`src/rtl/tmds_decoder.sv`:
```
`default_nettype none
// ============================================================================
//  Module      : tmds_decoder
//  Description : Receive-side TMDS channel decoder. Accepts raw 10-bit words
//                from a deserialiser that may be misaligned to the symbol
//                boundary. Finds symbol alignment from runs of control tokens,
//                then decodes each aligned word to an 8-bit data byte or to a
//                2-bit control value.
//
//  Parameters  : TIMEOUT     - consecutive non-token words before a bit slip
//                              (while searching) or loss of lock (while
//                              locked); must exceed the longest active line
//                LOCK_TOKENS - consecutive tokens at one offset needed to
//                              declare lock (2..255)
//
//  Ports       : clk_pix     in   1   pixel clock, one TMDS word per cycle
//                rst_pix     in   1   synchronous reset, active high
//                tmds_in     in  10   raw word, bit 0 earliest on the wire
//                dout        out  8   decoded data byte (valid when de=1)
//                ctrl        out  2   decoded control {c1,c0} (de=0, locked=1)
//                de          out  1   1 = decoded word was a data symbol
//                locked      out  1   symbol alignment lock
//                slip_offset out  4   current bit offset, 0..9
//
//  Pipeline    : the previous raw word is held so that the aligned word can
//                straddle two raw words; the aligned word is registered
//                (stage 1) and the decode result is registered (stage 2).
//                Outputs are zero while unlocked; the pipeline keeps running.
//
//  Revision    : 1.0  initial release
// ============================================================================
module tmds_decoder #(
    parameter int TIMEOUT     = 4096,
    parameter int LOCK_TOKENS = 8
) (
    input  logic       clk_pix,
    input  logic       rst_pix,
    input  logic [9:0] tmds_in,
    output logic [7:0] dout,
    output logic [1:0] ctrl,
    output logic       de,
    output logic       locked,
    output logic [3:0] slip_offset
);

    localparam int                    c_IDLE_W    = $clog2(TIMEOUT);
    localparam logic [c_IDLE_W-1:0]   c_IDLE_LAST = c_IDLE_W'(TIMEOUT - 1);
    localparam logic [c_IDLE_W-1:0]   c_IDLE_ONE  = c_IDLE_W'(1);
    localparam logic [7:0]            c_LOCK_CNT  = 8'(LOCK_TOKENS);

    localparam logic [9:0] c_TOK_00 = 10'b1101010100;
    localparam logic [9:0] c_TOK_01 = 10'b0010101011;
    localparam logic [9:0] c_TOK_10 = 10'b0101010100;
    localparam logic [9:0] c_TOK_11 = 10'b1010101011;

    localparam logic [1:0] S_SEARCH = 2'd0;
    localparam logic [1:0] S_CHECK  = 2'd1;
    localparam logic [1:0] S_LOCKED = 2'd2;

    logic [9:0]          r_prev;
    logic [9:0]          r_w;
    logic [1:0]          r_state;
    logic [c_IDLE_W-1:0] r_idle;
    logic [7:0]          r_tcnt;
    logic [3:0]          r_offset;
    logic                r_locked;
    logic [7:0]          r_dout;
    logic [1:0]          r_ctrl;
    logic                r_de;

    logic [18:0]         w_window;
    logic [9:0]          w_aligned;
    logic                w_is_tok;
    logic [1:0]          w_tok_ctrl;
    logic [7:0]          w_qd;
    logic [7:0]          w_data;

    // Offset 9 reaches bit 18 at most, so tmds_in[9] only matters once it
    // has moved into r_prev.
    assign w_window = {tmds_in[8:0], r_prev};

    always_comb begin
        w_aligned = w_window[9:0];
        for (int k = 1; k < 10; k++) begin
            if (r_offset == 4'(k)) begin
                w_aligned = w_window[k +: 10];
            end
        end
    end

    always_comb begin
        w_is_tok   = 1'b1;
        w_tok_ctrl = 2'b00;
        case (r_w)
            c_TOK_00: w_tok_ctrl = 2'b00;
            c_TOK_01: w_tok_ctrl = 2'b01;
            c_TOK_10: w_tok_ctrl = 2'b10;
            c_TOK_11: w_tok_ctrl = 2'b11;
            default:  w_is_tok   = 1'b0;
        endcase
    end

    // Bit 9 flags an inverted payload, bit 8 selects XOR vs XNOR chaining.
    always_comb begin
        w_qd      = r_w[9] ? ~r_w[7:0] : r_w[7:0];
        w_data    = 8'd0;
        w_data[0] = w_qd[0];
        for (int i = 1; i < 8; i++) begin
            w_data[i] = r_w[8] ? (w_qd[i] ^ w_qd[i-1]) : ~(w_qd[i] ^ w_qd[i-1]);
        end
    end

    always_ff @(posedge clk_pix) begin
        if (rst_pix) begin
            r_prev   <= 10'd0;
            r_w      <= 10'd0;
            r_state  <= S_SEARCH;
            r_idle   <= '0;
            r_tcnt   <= 8'd0;
            r_offset <= 4'd0;
            r_locked <= 1'b0;
            r_dout   <= 8'd0;
            r_ctrl   <= 2'd0;
            r_de     <= 1'b0;
        end else begin
            r_prev <= tmds_in;
            r_w    <= w_aligned;
            r_de   <= ~w_is_tok;
            r_dout <= w_is_tok ? 8'd0 : w_data;
            r_ctrl <= w_is_tok ? w_tok_ctrl : 2'd0;

            case (r_state)
                S_SEARCH: begin
                    if (w_is_tok) begin
                        r_state <= S_CHECK;
                        r_tcnt  <= 8'd1;
                        r_idle  <= '0;
                    end else if (r_idle == c_IDLE_LAST) begin
                        r_idle   <= '0;
                        r_offset <= (r_offset == 4'd9) ? 4'd0 : r_offset + 4'd1;
                    end else begin
                        r_idle <= r_idle + c_IDLE_ONE;
                    end
                end
                S_CHECK: begin
                    if (w_is_tok) begin
                        r_tcnt <= r_tcnt + 8'd1;
                        if (r_tcnt + 8'd1 == c_LOCK_CNT) begin
                            r_state  <= S_LOCKED;
                            r_locked <= 1'b1;
                            r_idle   <= '0;
                        end
                    end else begin
                        // A broken run restarts the search at the same offset.
                        r_state <= S_SEARCH;
                        r_tcnt  <= 8'd0;
                        r_idle  <= '0;
                    end
                end
                S_LOCKED: begin
                    if (w_is_tok) begin
                        r_idle <= '0;
                    end else if (r_idle == c_IDLE_LAST) begin
                        // Offset is kept; a later search timeout slips it.
                        r_state  <= S_SEARCH;
                        r_locked <= 1'b0;
                        r_idle   <= '0;
                        r_tcnt   <= 8'd0;
                    end else begin
                        r_idle <= r_idle + c_IDLE_ONE;
                    end
                end
                default: begin
                    r_state  <= S_SEARCH;
                    r_locked <= 1'b0;
                    r_idle   <= '0;
                    r_tcnt   <= 8'd0;
                end
            endcase
        end
    end

    // r_locked and the stage-2 registers update on the same edge, so this
    // gate never exposes a decode from the wrong lock state.
    assign dout        = r_locked ? r_dout : 8'd0;
    assign ctrl        = r_locked ? r_ctrl : 2'd0;
    assign de          = r_locked & r_de;
    assign locked      = r_locked;
    assign slip_offset = r_offset;

endmodule
`default_nettype wire

```
`config.mk`:
```
export PLATFORM = sky130hd
export DESIGN_NAME = tmds_decoder
export DESIGN_NICKNAME = d
export VERILOG_FILES = /design/src/rtl/tmds_decoder.sv
export SDC_FILE = /design/constraint.sdc
export NUM_CORES = 1
export LEC_CHECK = 0
export CORE_MARGIN = 2
export CORE_UTILIZATION = 64
export DETAILED_ROUTE_END_ITERATION = 8
export PLACE_DENSITY = 0.86
export SYNTH_ARGS = -nofsm -noshare
export SYNTH_HDL_FRONTEND = slang
export SYNTH_SLANG_ARGS = --single-unit
```
`constraint.sdc`:
```
create_clock -name clk_pix -period 3.1 [get_ports clk_pix]
set_input_delay 0.465 -clock clk_pix [delete_from_list [all_inputs] [get_ports clk_pix]]
set_output_delay 0.465 -clock clk_pix [all_outputs]
set_load 0.02 [all_outputs]
```
==> impl_metrics.json <==
{
  "drv_cap": 0,
  "power_frac_clock": 0.458,
  "ys_async_sr_fraction": 0,
  "drv_slew": 0,
  "finalCriticalPeriod_ns": 2.521,
  "crit_chain": "clkdlybuf4s50_1",
  "skew_ns": 0.01390,
  "grt_pass1_wl_um": 15920,
  "rows": 28,
  "final_cell_mix": "58 x dfxtp_1, 39 x nand2_1, 36 x a21oi_1",
  "end_kind": "primary output",
  "synthDistinctLibCells": 70,
  "switchingPower_w": 0.0004068,
  "rsz0062_at_grt": "false",
  "setup.worst_path.class": "flop to primary output",
  "syn_nets": 497,
  "cp_top_family": "flip-flops",
  "dp_hpwl_um": 6815,
  "die_w_um": 81.13,
  "grt_max_degree": 32,
  "tightestPinTransition_ns": 0.9646,
  "die_h_um": 81.13,
  "finalCritPeriodShare": 0.8134,
  "syn_area_um2": 3807,
  "via_count": 3756,
  "cp.required_ns": 2.63,
  "worstPathArrival_ns": 2.06,
  "setup_violations": 0,
  "hold_class": "flop to flop",
  "antenna_found_initial": 0,
  "cts_resized": 0,
  "cts_sinks": 58,
  "synth_edf_count": 0,
  "cts_max_path_buffers": 2,
  "start_util": 0.6508,
  "p_int_w": 0.001309,
  "seqCellArea_um2": 1161,
  "leakage_nw": 1.527,
  "yosysTopAreaCell": "dfxtp_1",
  "share_comb_of_total_power": 0.075,
  "critPathLaunchType": "flop",
  "drcViolationCount": 0,
  "ir_drop_mv": 0.3179,
  "wl_per_cell_um": 17.66,
  "status": "finished clean",
  "slew_headroom": 0.3561,
  "switching_share": 0.2371,
  "multi_input_area_um2": 2424,
  "htree_levels": 3,
  "clk_pin_slew_worst_paths_ns": 0.07,
  "power.density_nw_per_um2": 399.7,
  "slowest_stage": "dfxtp_1",
  "ys_ff_latch": 58,
  "sequentialPowerShare": 0.466,
  "diodes": 0,
  "routabilityCongestion": 0.9627,
  "fin_setup_tns_ns": 0,
  "post_cts_buffers": 0,
  "hold_viol": 0,
  "nets": 506,
  "synthFlopType": "dfxtp_1",
  "synth_top_area_share": 0.3050,
  "path_max_fanout": 27,
  "synth-seq-area-share": 0.3050,
  "cts-buffers-inserted": 9,
  "synth_cells": 474,
  "vias_per_cell": 6.671,
  "overflow": 0,
  "core_area_um2": 5851,
  "areaGrowthSynthToFinish_pct": 12.75,
  "numPortBuffers": 27,
  "first_pass_iters": 5,
  "grt_pass1_vias": 3286,
  "synth_area_leaders": "dfxtp_1 30%, a21oi_1 4.7%, nand2_1 3.8%",
  "antenna_left": 0,
  "cts_hold_buf": 0,
  "fmax_mhz": 396.6,
  "crit_path_max_incr_delay_ns": 0.95,
  "clk_latency_ns": 0.35,
  "critPathBufInv": 1,
  "syn_area_per_cell_um2": 8.032,
  "io_pins": 28,
  "post-route-util": 0.7337,
  "die_area_um2": 6582,
  "n_fill_cell": 445,
  "drt_iter0_markers": 323,
  "cts_tree": "yes",
  "track_usage": 0.3149,
  "layout_commonest_cell": "dfxtp_1",
  "ys_warn_count": 0,
  "layout-drive-gt1-share": 0.08811,
  "root_buffer": "clkbuf_8",
  "totalWireLength_um": 9945
}
-- sequential cells by signal, summed over array words and instances (netlist names) --
register and flops:
r_dout 8, r_tcnt 8, r_state 2, r_idle 12, r_ctrl 2, r_prev 10, locked 1, r_w 10
slip_offset 4, r_de 1
-- synthesized netlist by cell type, types with 12 or more instances --
cell and n:
dfxtp_1 58, nand2_1 39, a21oi_1 36, nor2_1 35, clkbuf_1 23, nor2b_1 22, o21ai_0 21, inv_1 13
and2_1 12, mux2i_1 12, nor3_1 12, xnor2_1 12
-- per-layer routing --
layer	routed length, µm	part of all wire	vias to the layer above	global-route usage
met4	160	0.016	0	0.1220
met1	4133	0.42	1772	0.4158
met3	962	0.097	20	0.06778
li1	-	-	1763	-
met2	4688	0.47	201	0.5025
met5	0	0	-	0
-- path summary, 6_finish.rpt --
check / start / end / slack (ns) / cells after the start
worst min-delay path: r_tcnt[7] / r_tcnt[7] / 0.49 / 2
worst max register to register: slip_offset[1] / r_w[7] / 0.65 / 5
worst max-delay path: slip_offset[2] / slip_offset[2] / 0.58 / 1
worst min register to register: r_tcnt[7] / r_tcnt[7] / 0.49 / 2
-- metrics by stage --
step	setup WS (ns)	instances	hold WS [ns]	cell area, µm²	total power [W]
after floorplan	1.132	474	0.4523	3807	0.0008951
after global placement	0.7712	547	0.4641	4073	0.0009371
after detailed placement	0.7396	547	0.4824	4073	0.0009419
after CTS	0.6147	563	0.4916	4293	0.001716
after global routing	0.4206	563	0.5134	4293	0.001760
final	0.5785	563	0.4893	4293	0.001716
-- area by class of cell --
cell class                 instances  area share
clock buffer                      12     0.03381
multi-input combinational        363      0.5646
timing repair buffer              36     0.07869
sequential                        58      0.2705
clock inverter                     4     0.01749
tap                               75     0.02186
inverter                          15     0.01312
-- power by group through the flow --
stage	clock, W	combinational, W	sequential, W
6_report	0.000786	0.000129	0.000800
5_1_grt	0.000816	0.000141	0.000803
4_1_cts	0.000789	0.000128	0.000799
3_5_place_dp	0	0.000126	0.000816
3_3_place_gp	0	0.000122	0.000815
2_1_floorplan	0	0.0000913	0.000804
-- kinds of logic after synthesis --
kind of cell	synth area share
simple gates	0.2553
xor+xnor	0.03451
flops	0.3050
buf+inv	0.05849
fa+ha+maj	0.03615
compound gates	0.2701
mux	0.04042
Note: power is estimated with default switching activity, not from simulation.
